==> config.mk <==
export PLATFORM = sky130hd
export DESIGN_NAME = color_centroid_flat
export DESIGN_NICKNAME = d
export VERILOG_FILES = /design/src/rtl/color_centroid_if.sv /design/src/rtl/color_centroid.sv /design/src/flat_wrapper.sv
export SDC_FILE = /design/constraint.sdc
export NUM_CORES = 1
export LEC_CHECK = 0
export BUFFER_PORTS_ARGS = -buffer_cell sky130_fd_sc_hd__buf_2
export CAP_MARGIN = 40
export CELL_PAD_IN_SITES_DETAIL_PLACEMENT = 0
export CELL_PAD_IN_SITES_GLOBAL_PLACEMENT = 1
export CORE_MARGIN = 3
export CORE_UTILIZATION = 46
export CTS_BUF_LIST = sky130_fd_sc_hd__clkbuf_4 sky130_fd_sc_hd__clkbuf_8 sky130_fd_sc_hd__clkbuf_16
export DETAILED_ROUTE_END_ITERATION = 12
export MAX_ROUTING_LAYER = met4
export PLACE_DENSITY_LB_ADDON = 0.15
export SKIP_CTS_REPAIR_TIMING = 1
export SKIP_LAST_GASP = 1
export SLEW_MARGIN = 20
export SYNTH_ARGS = -nofsm -noshare
export SYNTH_HDL_FRONTEND = slang
export SYNTH_SLANG_ARGS = --single-unit
==> constraint.sdc <==
create_clock -name i_pclk -period 6.3 [get_ports i_pclk]
set_clock_uncertainty 0.1 [all_clocks]
set_input_delay 1.26 -clock i_pclk [delete_from_list [all_inputs] [get_ports i_pclk]]
set_output_delay 1.26 -clock i_pclk [all_outputs]
set_load 0.005 [all_outputs]
==> src/rtl/color_centroid_if.sv <==
`timescale 1ns/1ps
`default_nettype none
// +-----------------------------------------------------------------------+
// | color_centroid_if : RGB565 AXI4-Stream video beat bundle               |
// | Rev 1.0                                                                |
// +-----------------------------------------------------------------------+
interface color_centroid_if;
  logic [15:0] S_AXIS_VIDEO_TDATA;
  logic        S_AXIS_TVALID;
  logic        S_AXIS_VIDEO_TREADY;
  logic        S_AXIS_VIDEO_TUSER;
  logic        S_AXIS_VIDEO_TLAST;

  modport master (
    output S_AXIS_VIDEO_TDATA, S_AXIS_TVALID, S_AXIS_VIDEO_TUSER, S_AXIS_VIDEO_TLAST,
    input  S_AXIS_VIDEO_TREADY
  );

  modport slave (
    input  S_AXIS_VIDEO_TDATA, S_AXIS_TVALID, S_AXIS_VIDEO_TUSER, S_AXIS_VIDEO_TLAST,
    output S_AXIS_VIDEO_TREADY
  );
endinterface
`default_nettype wire

==> src/rtl/color_centroid.sv <==
`timescale 1ns/1ps
`default_nettype none
// +-----------------------------------------------------------------------+
// | color_centroid : per-frame centroid of pixels inside an RGB window     |
// | Rev 1.0                                                                |
// +-----------------------------------------------------------------------+
module color_centroid #(
  parameter  int X_RES     = 640,
  parameter  int Y_RES     = 480,
  parameter  int MIN_COUNT = 16,
  localparam int XW        = $clog2(X_RES),
  localparam int YW        = $clog2(Y_RES),
  localparam int CW        = $clog2(X_RES * Y_RES + 1),
  localparam int SUM_W     = CW + ((YW > XW) ? YW : XW)
) (
  input  wire logic            i_pclk,
  input  wire logic            i_resetn,
  input  wire logic            i_enable,
  color_centroid_if.slave      s_axis,
  input  wire logic [4:0]      i_r_min,
  input  wire logic [4:0]      i_r_max,
  input  wire logic [5:0]      i_g_min,
  input  wire logic [5:0]      i_g_max,
  input  wire logic [4:0]      i_b_min,
  input  wire logic [4:0]      i_b_max,
  output logic      [XW-1:0]   o_centroid_x,
  output logic      [YW-1:0]   o_centroid_y,
  output logic      [CW-1:0]   o_count,
  output logic                 o_found,
  output logic                 o_valid,
  output logic                 o_busy
);

  localparam int DCW = $clog2(SUM_W + 1);
  localparam logic [XW-1:0]  X_LAST   = XW'(X_RES - 1);
  localparam logic [YW-1:0]  Y_LAST   = YW'(Y_RES - 1);
  localparam logic [CW-1:0]  CNT_MIN  = CW'(MIN_COUNT);
  localparam logic [DCW-1:0] DIV_LAST = DCW'(SUM_W - 1);

  typedef enum logic [1:0] {
    S_IDLE   = 2'd0,
    S_ACCUM  = 2'd1,
    S_DIVIDE = 2'd2,
    S_DONE   = 2'd3
  } state_t;

  state_t             r_state, w_next;
  logic [XW-1:0]      r_x;
  logic [YW-1:0]      r_y;
  logic [SUM_W-1:0]   r_sum_x, r_sum_y;
  logic [CW-1:0]      r_count;
  logic [SUM_W-1:0]   r_qx, r_qy;
  logic [CW-1:0]      r_rx, r_ry;
  logic [DCW-1:0]     r_div_cnt;
  logic               r_busy, r_valid;

  // One restoring step: shift in the next dividend bit, subtract if it fits.
  function automatic logic [CW+SUM_W-1:0] f_div_step(
    input logic [CW-1:0]    rem,
    input logic [SUM_W-1:0] quo,
    input logic [CW-1:0]    div
  );
    logic [CW:0] sh;
    logic [CW:0] diff;
    sh   = {rem, quo[SUM_W-1]};
    diff = sh - {1'b0, div};
    if (sh >= {1'b0, div}) return {diff[CW-1:0], quo[SUM_W-2:0], 1'b1};
    else                   return {sh[CW-1:0],   quo[SUM_W-2:0], 1'b0};
  endfunction

  logic [15:0] w_d;
  logic [4:0]  w_r, w_b;
  logic [5:0]  w_g;
  logic        w_match, w_restart, w_take, w_frame_end, w_detect;
  logic [XW-1:0]    w_px;
  logic [YW-1:0]    w_py;
  logic [SUM_W-1:0] w_sx_next, w_sy_next;
  logic [CW-1:0]    w_cnt_next;
  logic [CW+SUM_W-1:0] w_stx, w_sty;

  assign s_axis.S_AXIS_VIDEO_TREADY = 1'b1;

  assign w_d     = s_axis.S_AXIS_VIDEO_TDATA;
  assign w_r     = w_d[7:3];
  assign w_g     = {w_d[2:0], w_d[15:13]};
  assign w_b     = w_d[12:8];
  assign w_match = (w_r >= i_r_min) && (w_r <= i_r_max) &&
                   (w_g >= i_g_min) && (w_g <= i_g_max) &&
                   (w_b >= i_b_min) && (w_b <= i_b_max);

  // A start-of-frame beat seen while collecting restarts from pixel (0,0).
  assign w_restart = s_axis.S_AXIS_TVALID && s_axis.S_AXIS_VIDEO_TUSER &&
                     ((r_state == S_IDLE) || (r_state == S_ACCUM));
  assign w_take    = s_axis.S_AXIS_TVALID && ((r_state == S_ACCUM) || w_restart);
  assign w_px      = w_restart ? '0 : r_x;
  assign w_py      = w_restart ? '0 : r_y;
  assign w_sx_next = (w_restart ? '0 : r_sum_x) + (w_match ? SUM_W'(w_px) : '0);
  assign w_sy_next = (w_restart ? '0 : r_sum_y) + (w_match ? SUM_W'(w_py) : '0);
  assign w_cnt_next = (w_restart ? '0 : r_count) + (w_match ? CW'(1) : '0);
  assign w_frame_end = w_take && s_axis.S_AXIS_VIDEO_TLAST && (w_py == Y_LAST);
  assign w_detect  = (w_cnt_next >= CNT_MIN);

  assign w_stx = f_div_step(r_rx, r_qx, r_count);
  assign w_sty = f_div_step(r_ry, r_qy, r_count);

  always_comb begin
    w_next = r_state;
    if (!i_enable) begin
      w_next = S_IDLE;
    end else begin
      case (r_state)
        S_IDLE, S_ACCUM: begin
          if (w_take) begin
            if (w_frame_end) w_next = w_detect ? S_DIVIDE : S_DONE;
            else             w_next = S_ACCUM;
          end
        end
        S_DIVIDE: if (r_div_cnt == DIV_LAST) w_next = S_DONE;
        S_DONE:   w_next = S_IDLE;
        default:  w_next = S_IDLE;
      endcase
    end
  end

  always_ff @(posedge i_pclk) begin
    if (!i_resetn) r_state <= S_IDLE;
    else           r_state <= w_next;
  end

  always_ff @(posedge i_pclk) begin
    if (!i_resetn) begin
      r_x <= '0; r_y <= '0; r_sum_x <= '0; r_sum_y <= '0; r_count <= '0;
      r_qx <= '0; r_qy <= '0; r_rx <= '0; r_ry <= '0; r_div_cnt <= '0;
      r_busy <= 1'b0; r_valid <= 1'b0;
      o_centroid_x <= '0; o_centroid_y <= '0; o_count <= '0; o_found <= 1'b0;
    end else begin
      r_valid <= 1'b0;
      r_busy  <= (w_next == S_ACCUM) || (w_next == S_DIVIDE);
      if (!i_enable) begin
        r_x <= '0; r_y <= '0; r_sum_x <= '0; r_sum_y <= '0; r_count <= '0;
      end else begin
        case (r_state)
          S_IDLE, S_ACCUM: begin
            if (w_take) begin
              r_sum_x <= w_sx_next;
              r_sum_y <= w_sy_next;
              r_count <= w_cnt_next;
              if (s_axis.S_AXIS_VIDEO_TLAST) begin
                r_x <= '0;
                r_y <= w_frame_end ? '0 : w_py + YW'(1);
              end else begin
                r_x <= (w_px == X_LAST) ? w_px : w_px + XW'(1);
                r_y <= w_py;
              end
              if (w_frame_end) begin
                r_qx <= w_sx_next; r_rx <= '0;
                r_qy <= w_sy_next; r_ry <= '0;
                r_div_cnt <= '0;
              end
            end else if (r_state == S_IDLE) begin
              r_x <= '0; r_y <= '0; r_sum_x <= '0; r_sum_y <= '0; r_count <= '0;
            end
          end
          S_DIVIDE: begin
            {r_rx, r_qx} <= w_stx;
            {r_ry, r_qy} <= w_sty;
            r_div_cnt    <= r_div_cnt + DCW'(1);
          end
          S_DONE: begin
            r_valid      <= 1'b1;
            o_count      <= r_count;
            o_found      <= (r_count >= CNT_MIN);
            o_centroid_x <= (r_count >= CNT_MIN) ? r_qx[XW-1:0] : '0;
            o_centroid_y <= (r_count >= CNT_MIN) ? r_qy[YW-1:0] : '0;
          end
          default: ;
        endcase
      end
    end
  end

  assign o_valid = r_valid;
  assign o_busy  = r_busy;

endmodule
`default_nettype wire

==> src/flat_wrapper.sv <==
// flat-port wrapper written by rule: the top's interface ports become plain ports
module color_centroid_flat 
#(
  parameter  int X_RES     = 640,
  parameter  int Y_RES     = 480,
  parameter  int MIN_COUNT = 16,
  localparam int XW        = $clog2(X_RES),
  localparam int YW        = $clog2(Y_RES),
  localparam int CW        = $clog2(X_RES * Y_RES + 1),
  localparam int SUM_W     = CW + ((YW > XW) ? YW : XW)
)
  (i_pclk, i_resetn, i_enable, i_r_min, i_r_max, i_g_min, i_g_max, i_b_min, i_b_max, o_centroid_x, o_centroid_y, o_count, o_found, o_valid, o_busy, s_axis_S_AXIS_VIDEO_TDATA, s_axis_S_AXIS_TVALID, s_axis_S_AXIS_VIDEO_TUSER, s_axis_S_AXIS_VIDEO_TLAST, s_axis_S_AXIS_VIDEO_TREADY);
  color_centroid_if s_axis_i ();
  input  wire logic i_pclk;
  input  wire logic i_resetn;
  input  wire logic i_enable;
  input  wire logic [4:0] i_r_min;
  input  wire logic [4:0] i_r_max;
  input  wire logic [5:0] i_g_min;
  input  wire logic [5:0] i_g_max;
  input  wire logic [4:0] i_b_min;
  input  wire logic [4:0] i_b_max;
  output logic      [XW-1:0] o_centroid_x;
  output logic      [YW-1:0] o_centroid_y;
  output logic      [CW-1:0] o_count;
  output logic o_found;
  output logic o_valid;
  output logic o_busy;
  input wire logic [$bits(s_axis_i.S_AXIS_VIDEO_TDATA)-1:0] s_axis_S_AXIS_VIDEO_TDATA;
  input wire logic [$bits(s_axis_i.S_AXIS_TVALID)-1:0] s_axis_S_AXIS_TVALID;
  input wire logic [$bits(s_axis_i.S_AXIS_VIDEO_TUSER)-1:0] s_axis_S_AXIS_VIDEO_TUSER;
  input wire logic [$bits(s_axis_i.S_AXIS_VIDEO_TLAST)-1:0] s_axis_S_AXIS_VIDEO_TLAST;
  output wire logic [$bits(s_axis_i.S_AXIS_VIDEO_TREADY)-1:0] s_axis_S_AXIS_VIDEO_TREADY;
  assign s_axis_i.S_AXIS_VIDEO_TDATA = s_axis_S_AXIS_VIDEO_TDATA;
  assign s_axis_i.S_AXIS_TVALID = s_axis_S_AXIS_TVALID;
  assign s_axis_i.S_AXIS_VIDEO_TUSER = s_axis_S_AXIS_VIDEO_TUSER;
  assign s_axis_i.S_AXIS_VIDEO_TLAST = s_axis_S_AXIS_VIDEO_TLAST;
  assign s_axis_S_AXIS_VIDEO_TREADY = s_axis_i.S_AXIS_VIDEO_TREADY;
  color_centroid #(.X_RES(X_RES), .Y_RES(Y_RES), .MIN_COUNT(MIN_COUNT)) u_core (.i_pclk(i_pclk), .i_resetn(i_resetn), .i_enable(i_enable), .s_axis(s_axis_i), .i_r_min(i_r_min), .i_r_max(i_r_max), .i_g_min(i_g_min), .i_g_max(i_g_max), .i_b_min(i_b_min), .i_b_max(i_b_max), .o_centroid_x(o_centroid_x), .o_centroid_y(o_centroid_y), .o_count(o_count), .o_found(o_found), .o_valid(o_valid), .o_busy(o_busy));
endmodule
==> results, run 1 <==
- The highest achievable clock rate is 0.176 GHz.
- The type of destination of the critical path is a flip-flop.
- The signal on the critical path passes through buf_2 > ha_1 > nor2b_1 > o21a_1 > o21a_1 > o21a_1 > o22ai_1 > o2111ai_1 > or4_1 > nor2_1 > ha_1 > inv_1 > fa_1 > nor2b_1 > o31a_1 > o221ai_1 > a2111oi_0 > buf_4 > nand3_1 > nor4_1 > a21oi_1 > a221oi_1.
- The time the worst path needs with I/O delays and setup is 5.69 ns.
- Of the cells placed in the final design, the portion with a size suffix greater than 1 is 0.116.
- The peak per-stage delay on the critical path is 0.71 ns.
- The deepest clock path buffer count is 3.
- The count of final setup violators is 0.
- The later pin in the worst-skew pair is clocked with a latency of 0.55 ns.
- The worst-case headroom to the max-slew limit is 0.431.
- The initialized floorplan defines 64 standard-cell rows.
- The data arrival at the endpoint of the critical path is 6.05 ns.
- The final design utilization is 0.534.
- The static leakage is 6.65 nW.
- The number of max-cap violations is 0.
- The count of antenna-violating nets left after detailed routing is 0.
- Clock-pin slew was measured on the worst setup and hold paths at 0.06 ns.
- The worst-margin pin slew is 0.852 ns.
- The average instance in the mapped netlist occupies 7.77 sq um.
- In the global route stage, met3 resource usage came out at 0.0330.
- The largest vdd supply drop is 191 uV.
- The pin count of the biggest net entering global routing is 63.
- For this run, the total global-route usage over all layers was measured as 0.254.
- TritonCTS built the clock tree.
- In the synthesized netlist the dominant register cell turns out to be dfxtp_1.
- The die covers 33800 sq um.
- Power spread over the standard cell area amounts to 206 nW/um^2.
- The count of distinct cell types in the synthesized netlist is 79.
- The worst setup path is of the in2reg kind.
- The HPWL after detailed placement is 30.0 mm.
- The starting density of the core is 0.471.
- The die is 184 um tall.
- The detailed router finished its first iteration with 972 violations.
- For met2 alone, demand over resource in global routing was 0.424.
- The total overflow left after global routing is 0.
- In this run the worst hold path is classified as reg2reg.
- Setup repair after global routing left no endpoint under its margin.
- Of the synthesized area, sequential elements account for 0.330.
- For the final routed database, the setup TNS stands at 0 ns.
- For this run, the detailed router's first-pass iteration total came to 6.
- In this run the number of H-tree levels came out at 1.
- Including well taps, the total number of placed cells is 2297.
- The final weighted congestion in routability-driven placement is 0.896.
- The core outline area is 30900 sq um.
- At the end of the flow, the number of nets in the layout was 2086.
- The number of warning messages in the yosys log is 0.
- The count of vias placed by the detailed router is 13700.
- The routed length per instance is 18.2 um.
- The total clock sinks is 240.
- The worst setup path is launched from an input port.
- The via count of the first global-routing pass was 13200.
- The finished layout holds 2351 standard cells, fillers aside.
- The first-pass GRT wire length is 69.2 mm.
- The flow ran to the end, and the final reports show no timing, DRC or antenna violations.
- The count of input and output buffers is 94.
- The net count after synthesis is 2027.
- For met1 alone, demand over resource in global routing was 0.324.
- Synthesis handed over a netlist of 1874 instances.
- The data required time at the worst endpoint is 6.66 ns.
- The number of max-slew violations in the final report is 0.
- The total I/O pin count is 96.
- The number of antenna violations at the first check in global routing is 3.
- The per-cell via count in the routed design is 5.84.
- The number of enable flip-flop cells after synthesis is 0.
- The number of buffers created by CTS is 29.
- The critical-path cell with the highest stage delay is or4_1.
- met2 is the most crowded layer.
- In this design, the critical path's most frequently occurring cell is o21a_1.
- The maximum net fanout on the critical path is 7.
- Relative to the synthesized area, the layout overhead comes to 13.4%.
- The horizontal extent of the die is 184 um.
- The post-detailed-route DRC marker count is 0.
- The CTS root buffer is clkbuf_16.
- The share of the clock period used by the worst path after layout is 0.903.
- The synthesized design contains 240 register bits.
- The hold violation count in the final report came to 0.
- The cell area after synthesis is 14600 sq um.
- The post-detailed-routing wire length is 42.7 mm.
- Counting flops with an async set or reset pin after synthesis yields a share of 0.
registers in the layout, indices dropped and copies added, names as in the netlist:
signal,cells
u_core.r_qx,29
u_core.r_qy,29
u_core.r_sum_x,29
u_core.r_sum_y,29
u_core.o_count,19
u_core.r_count,19
u_core.r_rx,19
u_core.r_ry,19
u_core.o_centroid_x,10
u_core.r_x,10
u_core.o_centroid_y,9
u_core.r_y,9
u_core.r_div_cnt,5
u_core.r_state,2
u_core.o_busy,1
u_core.o_found,1
u_core.o_valid,1
where the power goes:
part           switching, mW  internal [mW]
logic                  0.105         0.0552
clock network          0.676           1.04
registers           0.000943           1.52
total                  0.782           2.62
stage by stage:
step                      cell area [sq um]  worst slack (ns)  hold WS, ns  total power, mW
after detailed placement              15500            0.0340        0.342             1.71
final                                 16500             0.610        0.349             3.40
after global routing                  16500             0.238        0.369             3.51
after floorplan                       14600             0.698        0.326             1.65
after CTS                             16500             0.573        0.351             3.43
after global placement                15400           0.00337        0.337             1.71
cells in the mapped netlist (9+ instances only):
| cell type | n | area (sq um) |
|---|---|---|
| a211oi_1 | 15 | 113 |
| a21o_1 | 21 | 158 |
| a21oi_1 | 140 | 701 |
| a221oi_1 | 19 | 166 |
| a22oi_1 | 49 | 368 |
| a311oi_1 | 11 | 96.3 |
| a31oi_1 | 16 | 100 |
| a32oi_1 | 20 | 175 |
| and2_1 | 26 | 163 |
| and3_1 | 32 | 200 |
| buf_1 | 9 | 33.8 |
| buf_2 | 9 | 45.0 |
| clkbuf_1 | 93 | 349 |
| dfxtp_1 | 240 | 4800 |
| ha_1 | 95 | 1190 |
| inv_1 | 77 | 289 |
| mux2i_1 | 16 | 160 |
| nand2_1 | 241 | 905 |
| nand2b_1 | 15 | 93.8 |
| nand3_1 | 53 | 265 |
| nand4_1 | 22 | 138 |
| nor2_1 | 183 | 687 |
| nor2b_1 | 16 | 100 |
| nor3_1 | 26 | 130 |
| nor4_1 | 15 | 93.8 |
| o211ai_1 | 19 | 143 |
| o21a_1 | 26 | 195 |
| o21ai_0 | 158 | 791 |
| o31ai_1 | 12 | 90.1 |
| xnor2_1 | 49 | 429 |
| xor2_1 | 34 | 298 |
cells in the final DEF, fill, tap and decap left out, drive strengths merged, types with 7 or more instances in the layout:
cell type,Yosys,final
nand2,241,241
dfxtp,240,240
nor2,183,183
o21ai,159,159
buf,20,141
a21oi,140,140
ha,95,95
inv,78,79
nand3,53,53
a22oi,49,49
xnor2,49,49
clkbuf,93,39
xor2,34,34
and3,32,32
nor3,27,27
and2,26,26
o21a,26,26
nand4,23,23
a21o,21,21
a32oi,20,20
o211ai,19,19
a221oi,19,19
nor4,18,18
mux2i,16,16
nor2b,16,16
a31oi,16,16
nand2b,15,15
a211oi,15,15
o31ai,12,12
a311oi,11,11
clkinv,0,8
or2,7,7
path summary, 6_finish.rpt:
path | to | start | cells past startpoint | slack [ns]
max | u_core.r_qx[28] | s_axis_S_AXIS_VIDEO_TDATA[4] | 22 | 0.61
min | u_core.r_sum_x[9] | u_core.r_sum_x[9] | 2 | 0.35
max reg2reg | u_core.r_qx[28] | u_core.r_state[1] | 15 | 1.73
min reg2reg | u_core.r_sum_x[9] | u_core.r_sum_x[9] | 2 | 0.35
logic make-up after synthesis:
kind of cell	share of synthesized area
AOI/OAI and AO/OA	0.253
xor gates and xnor gates	0.0499
adders and majority gates	0.0871
buffers and inverters	0.0508
DFF	0.330
muxes	0.0141
other	0.000258
and+or+nand+nor	0.215
critical path, delay by kind of cell:
family	cells	cell delay (ns)
compound gates	10	2.01
simple gates	6	1.49
fa+ha+maj	3	0.90
buf+inv	3	0.38
area by class of cell:
cell class,instances,area [sq um]
Tap cell,396,495
Multi-Input combinational cell,1443,9060
Timing Repair Buffer,141,877
Inverter,78,293
Fill cell,3008,14400
Antenna cell,2,5.00
Clock buffer,39,832
Sequential cell,240,4800
Clock inverter,12,139
metal layers:
| layer | vias up | wire length, um |
|---|---|---|
| li1 | 6859 | - |
| met3 | 74 | 2100 |
| met1 | 6472 | 19500 |
| met5 | - | 0 |
| met2 | 335 | 19900 |
| met4 | 0 | 1160 |
(Power assumes the default switching activity.)
==> inputs of run 2 (changes only) <==
Settings changed: CORE_MARGIN 3 to 10.
==> run 2 against run 1 <==
Flip-flop and latch count stayed put; combinational power hardly changed; wire length is 2.3% higher; fmax up 0.80%; critical path type unchanged; non-clock buffer count increased by 2; critical path depth unchanged; highest routed layer unchanged.
==> results, run 2 (synthesis gave the netlist of run 1 again) <==
- The count of vias placed by the detailed router is 13900.
- For this run, the total global-route usage over all layers was measured as 0.224.
- In this run the horizontal extent of the chip is 198 um.
- The CTS root buffer is clkbuf_16.
- The die area is 39200 sq um.
- Buffers placed on the I/O ports in this run total 94.
- Static timing analysis puts the maximum clock frequency at 0.177 GHz.
- The static leakage is 6.68 nW.
- The fraction of layout instances using a drive strength above 1 is 0.117.
- The first-pass GRT wire length is 70.5 mm.
- The final weighted congestion in routability-driven placement is 0.900.
- In this run, CTS created clock tree buffers numbering 28.
- The peak per-stage delay on the critical path is 0.72 ns.
- In this run the critical register-to-register path is launched from u_core.r_state[1].
- The buffer and inverter count on the worst path is 3.
- The start point of the worst min-delay path is u_core.o_count[1].
- After routing the design area is 16600 sq um.
- In this run the remaining antenna-violating nets after routing total 0.
- The placed instances occupy a cell area of 15600 sq um.
- The starting density of the core is 0.464.
- The number of max-cap violations is 0.
- The core outline area is 31400 sq um.
- Before CTS, the worst setup slack after placement is 0.0595 ns.
- The number of rows in the core area is 65.
- The flow ran to the end, and the final reports show no timing, DRC or antenna violations.
- In this run the power density over the cells is 207 nW/um^2.
- The pin count of the biggest net entering global routing is 66.
- The share of the clock period used by the worst path after layout is 0.896.
- The HPWL after detailed placement is 30.5 mm.
- The clock latency reported for the late side of the worst-skew pair is 0.56 ns.
- The maximum net fanout on the critical path is 8.
- The area overhead of the layout relative to synthesis is 13.9%.
- The worst setup path is captured at a flip-flop.
- The cell repeated most along the worst path is o21a_1.
- At the pin with the least slew margin, the transition time is 0.823 ns.
- The time the worst path needs with I/O delays and setup is 5.64 ns.
- The critical path goes through buf_2 > ha_1 > nor2b_1 > o21a_1 > o21a_1 > o21a_1 > o22ai_1 > o2111ai_1 > or4_1 > nor2_1 > ha_1 > inv_1 > fa_1 > nor2b_1 > o31a_1 > o221ai_1 > a2111oi_0 > buf_4 > nand3_1 > nor4_1 > a21oi_1 > a221oi_1.
- In the final routed layout, each cell accounts on average for 18.5 um.
- For this design, the slowest cell found on the critical path is or4_1.
- The via count of the first global-routing pass is 13200.
- Setup repair after global routing left no endpoint under its margin.
- The total number of nets in the final design is 2087.
- The category of the most critical setup path is in2reg.
- STA classifies the critical path startpoint as an input port.
- The floorplan die height is 198 um.
- The number of antenna violations at the first check in global routing came to 2.
- The CTS H-tree depth is 1.
- The deepest clock path buffer count is 3.
- The first detailed-routing pass took 5 iterations.
- The detailed router finished its first iteration with 810 violations.
- After clock tree synthesis, the clock-pin slew on the worst setup and hold paths is 0.06 ns.
- The cell family contributing the most delay on the critical path is compound AO/OA/AOI/OAI gates.
- The total clock sinks is 240.
- The data required time at the worst endpoint is 6.64 ns.
- Wires add up to 43.7 mm.
- Headroom to the max-slew limit came out at 0.451.
- The remaining global-route overflow is 0.
- The class of the most critical hold timing path is reg2reg.
- VDD sags by at most 200 uV.
- The count of final setup violators is 0.
- The hold violation count in the final report is 0.
- The library cells used most frequently in the layout, excluding fill and tap cells, are 240 x nand2_1, 240 x dfxtp_1, 181 x nor2_1.
- Tracing the worst setup path back leads to its startpoint at s_axis_S_AXIS_VIDEO_TDATA[9].
- TritonCTS built the clock tree.
- Adding up every negative setup slack in the final design gives 0 ns.
- In the routed design, unresolved DRC markers number 0.
- The per-cell via count in the routed design is 5.88.
- The number of max-slew violations in the final report is 0.
- The total I/O pin count is 96.
- Data arrives at the worst endpoint at 5.99 ns.
- Setup slack closes at 0.655 ns.
run 2: changes by cell type in the layout (fill, tap and decap cells not counted), sizes merged:
cell / delta
buf: +2
inv: -1
bufinv: +1
clkinvlp: +1
run 2: per-stage QoR:
stage	util	power [mW]	std cells	hold WS (ns)
3_5_place_dp	0.496	1.71	2305	0.345
6_report	0.528	3.43	2360	0.350
4_1_cts	0.528	3.46	2357	0.353
5_1_grt	0.528	3.55	2360	0.365
3_3_place_gp	0.492	1.71	2299	0.338
2_1_floorplan	-	1.65	1874	0.326
run 2: layer usage:
metal,global-route usage,routed length (um),vias to the layer above
li1,-,-,6873
met1,0.287,20200,6637
met2,0.370,20500,330
met3,0.0292,2350,44
met4,0.0456,602,0
met5,-,0,-
run 2: worst paths after layout:
check | depth (start not counted) | slack [ns] | to
setup / recovery | 22 | 0.66 | u_core.r_qx[28]
hold / removal | 2 | 0.35 | u_core.o_count[1]
setup reg to reg | 16 | 2.15 | u_core.r_qx[28]
hold reg to reg | 2 | 0.35 | u_core.o_count[1]
run 2: worst min-delay path: stages (launching register included):
cell,delay [ns]
dfxtp_1,0.30
nand2_1,0.05
a21oi_1,0.05
run 2: layout make-up:
class                           count  area (sq um)
Clock inverter                     13           168
Timing Repair Buffer              143           908
Fill cell                        3115         14800
Multi-Input combinational cell   1443          9060
Sequential cell                   240          4800
Clock buffer                       39           832
Antenna cell                        2          5.00
Tap cell                          402           503
Inverter                           78           293
run 2: report_power, final:
group          switching (mW)  internal [mW]
Combinational           0.105         0.0543
Sequential           0.000943           1.52
Clock                   0.674           1.08
==> inputs of run 3 (changes only) <==
Settings changed: CORE_UTILIZATION 46 to 47, CTS_BUF_LIST sky130_fd_sc_hd__clkbuf_4 sky130_fd_sc_hd__clkbuf_8 sky130_fd_sc_hd__clkbuf_16 to sky130_fd_sc_hd__clkbuf_8.
==> run 3 against run 2 <==
Fmax is 1.6% lower; count of clock-buffer cells in the layout up 17; utilization increased by 0.98 points; total power decreased by 4.9%; die area fell by 1.9%; final area shrank 0.75%; flip-flop and latch count unchanged; clock power shrank 9.7%; sequential power about the same; non-clock buffer count decreased by 5; via count increased by 0.74%; critical path depth fell by 1; largest cell class unchanged; largest power group unchanged.
==> results, run 3 (synthesis gave the netlist of run 1 again) <==
- The worst-case IR drop observed on VDD is 232 uV.
- The number of antenna violations at the first check in global routing was 1.
- The clock share of power is 0.486.
- Power comes to 3.27 mW.
- The clock passes through at most 3 buffers.
- The maximum net fanout on the critical path is 10.
- The hold violation count in the final report is 0.
- After detailed placement, the total cell area comes to 15500 sq um.
- The number of max-slew violations in the final report came to 0.
- For the worst-skew pair, the clock arrives at the later sink with an insertion delay of 0.58 ns.
- The count of vias placed by the detailed router is 14000.
- The critical path in this run is classified as in2reg.
- The highest achievable clock rate is 0.174 GHz.
- The remaining global-route overflow is 0.
- Of the total power, registers draw 0.465.
- 96 I/O pins were placed.
- The first-pass GRT wire length is 70.9 mm.
- The net switching fraction of the power is 0.246.
- The top cell types in the final layout, fill and taps aside, are 240 x nand2_1, 240 x dfxtp_1, 181 x nor2_1.
- TritonCTS built the clock tree.
- Setup repair after global routing left no endpoint under its margin.
- The post-detailed-route DRC marker count is 0.
- For this run, the total global-route usage over all layers was measured as 0.225.
- The initial utilization of the core area, before any placement, comes to 0.476.
- The post-detailed-routing wire length is 43.4 mm.
- The die area is 38400 sq um.
- STA classifies the critical path startpoint as an input port.
- The total negative slack is 0 ns.
- The core outline area is 30600 sq um.
- In this run the tightest slew margin relative to its limit is 0.455.
- In this run, CTS created clock tree buffers numbering 44.
- Of the available clock period, the critical path in the final layout requires 0.911.
- The path class of the tightest hold or removal check is reg2reg.
- Summed over all nets, the switching power comes to 804 uW.
- The flow ran to the end, and the final reports show no timing, DRC or antenna violations.
- The count of routing violations after the opening detailed-route iteration is 932.
- The via count of the first global-routing pass is 13500.
- The detail route stage leaves a number of antenna-violating nets equal to 0.
- The internal cell power is 2.46 mW.
- The per-cell via count in the routed design is 5.88.
- After layout, the minimum clock period comes to 5.74 ns.
- The horizontal extent of the die is 196 um.
- The data arrival at the endpoint of the critical path is 6.06 ns.
- The cell area after layout is 16500 sq um.
- Dividing total power by cell area gives a power density of 199 nW/um^2.
- The area overhead of the layout relative to synthesis is 13.0%.
- The CTS H-tree depth is 2.
- The total instance count after detailed placement is 2294.
- Data on the critical path is required at its endpoint by 6.62 ns.
- The combinational fraction of design power is 0.049.
- The static leakage is 6.67 nW.
- The final weighted congestion in routability-driven placement is 0.902.
- The total clock sinks is 240.
- The fraction of layout instances using a drive strength above 1 is 0.123.
- The worst setup path is captured at a flip-flop.
- Entering global routing, the biggest net connects 67 pins.
- The count of input and output buffers is 94.
- The floorplan has 64 rows.
- The cell sitting at the root of the clock tree is a clkbuf_8.
- The count of final setup violators is 0.
- The final standard cell count with taps included and fillers excluded is 2377.
- After the last flow step, the layout net total stands at 2098.
- Once detailed placement completed, the half-perimeter wirelength came to 30.3 mm.
- At the pin with the least slew margin, the transition time is 0.817 ns.
- The number of max-cap violations is 0.
- For this run, the detailed router's first-pass iteration total came to 5.
- The minimum hold slack is 0.352 ns.
- Dividing the detail-routed wire length by the instance count gives 18.3 um.
- The die is 196 um tall.
- After clock tree synthesis, the clock-pin slew on the worst setup and hold paths is 0.06 ns.
[run 3: metal layers]
layer / wire [um] / up-vias / GRT usage
li1: - / 6895 / -
met1: 20000 / 6630 / 0.288
met2: 20100 / 380 / 0.363
met3: 2410 / 82 / 0.0317
met4: 935 / 0 / 0.0650
met5: 0 / - / -
[run 3: critical path: stages]
cell and delay [ns]:
buf_2 0.11, ha_1 0.29, nor2b_1 0.13, o21a_1 0.16
o21a_1 0.16, o21a_1 0.16, o22ai_1 0.14, o2111ai_1 0.12
or4_1 0.73, inv_1 0.23, buf_4 0.18, nand2_1 0.08
fa_1 0.46, nor2b_1 0.13, o21a_1 0.17, o21ai_0 0.15
a21o_1 0.41, a211oi_1 0.47, xor2_1 0.11, a221oi_1 0.29
nor2_1 0.09
[run 3: power groups by stage]
| stage | Combinational (mW) | Sequential (mW) | Clock [mW] |
|---|---|---|---|
| after floorplan | 0.0968 | 1.55 | 0 |
| after global placement | 0.156 | 1.55 | 0 |
| after detailed placement | 0.159 | 1.55 | 0 |
| after CTS | 0.159 | 1.52 | 1.62 |
| after global routing | 0.177 | 1.52 | 1.68 |
| final | 0.160 | 1.52 | 1.59 |
[run 3: layout make-up]
cell class	count	area, sq um
inverter	78	293
clock inverter	25	175
antenna	1	2.50
timing repair buffer	138	847
multi-input combinational	1443	9060
fill	2970	14100
tap	396	495
clock buffer	56	771
sequential	240	4800
[run 3: through the flow]
stage | worst slack, ns | util
2_1_floorplan | 0.698 | -
5_1_grt | 0.247 | 0.538
4_1_cts | 0.622 | 0.537
3_3_place_gp | 0.0805 | 0.504
3_5_place_dp | 0.0570 | 0.506
6_report | 0.561 | 0.538
[run 3: worst paths after layout]
kind | startpoint | to | slack, ns | cells past startpoint
hold reg to reg | u_core.o_count[18] | u_core.o_count[18] | 0.35 | 2
setup reg to reg | u_core.r_state[1] | u_core.r_qy[26] | 1.73 | 15
hold / removal | u_core.o_count[18] | u_core.o_count[18] | 0.35 | 2
setup / recovery | s_axis_S_AXIS_VIDEO_TDATA[9] | u_core.r_qy[26] | 0.56 | 21
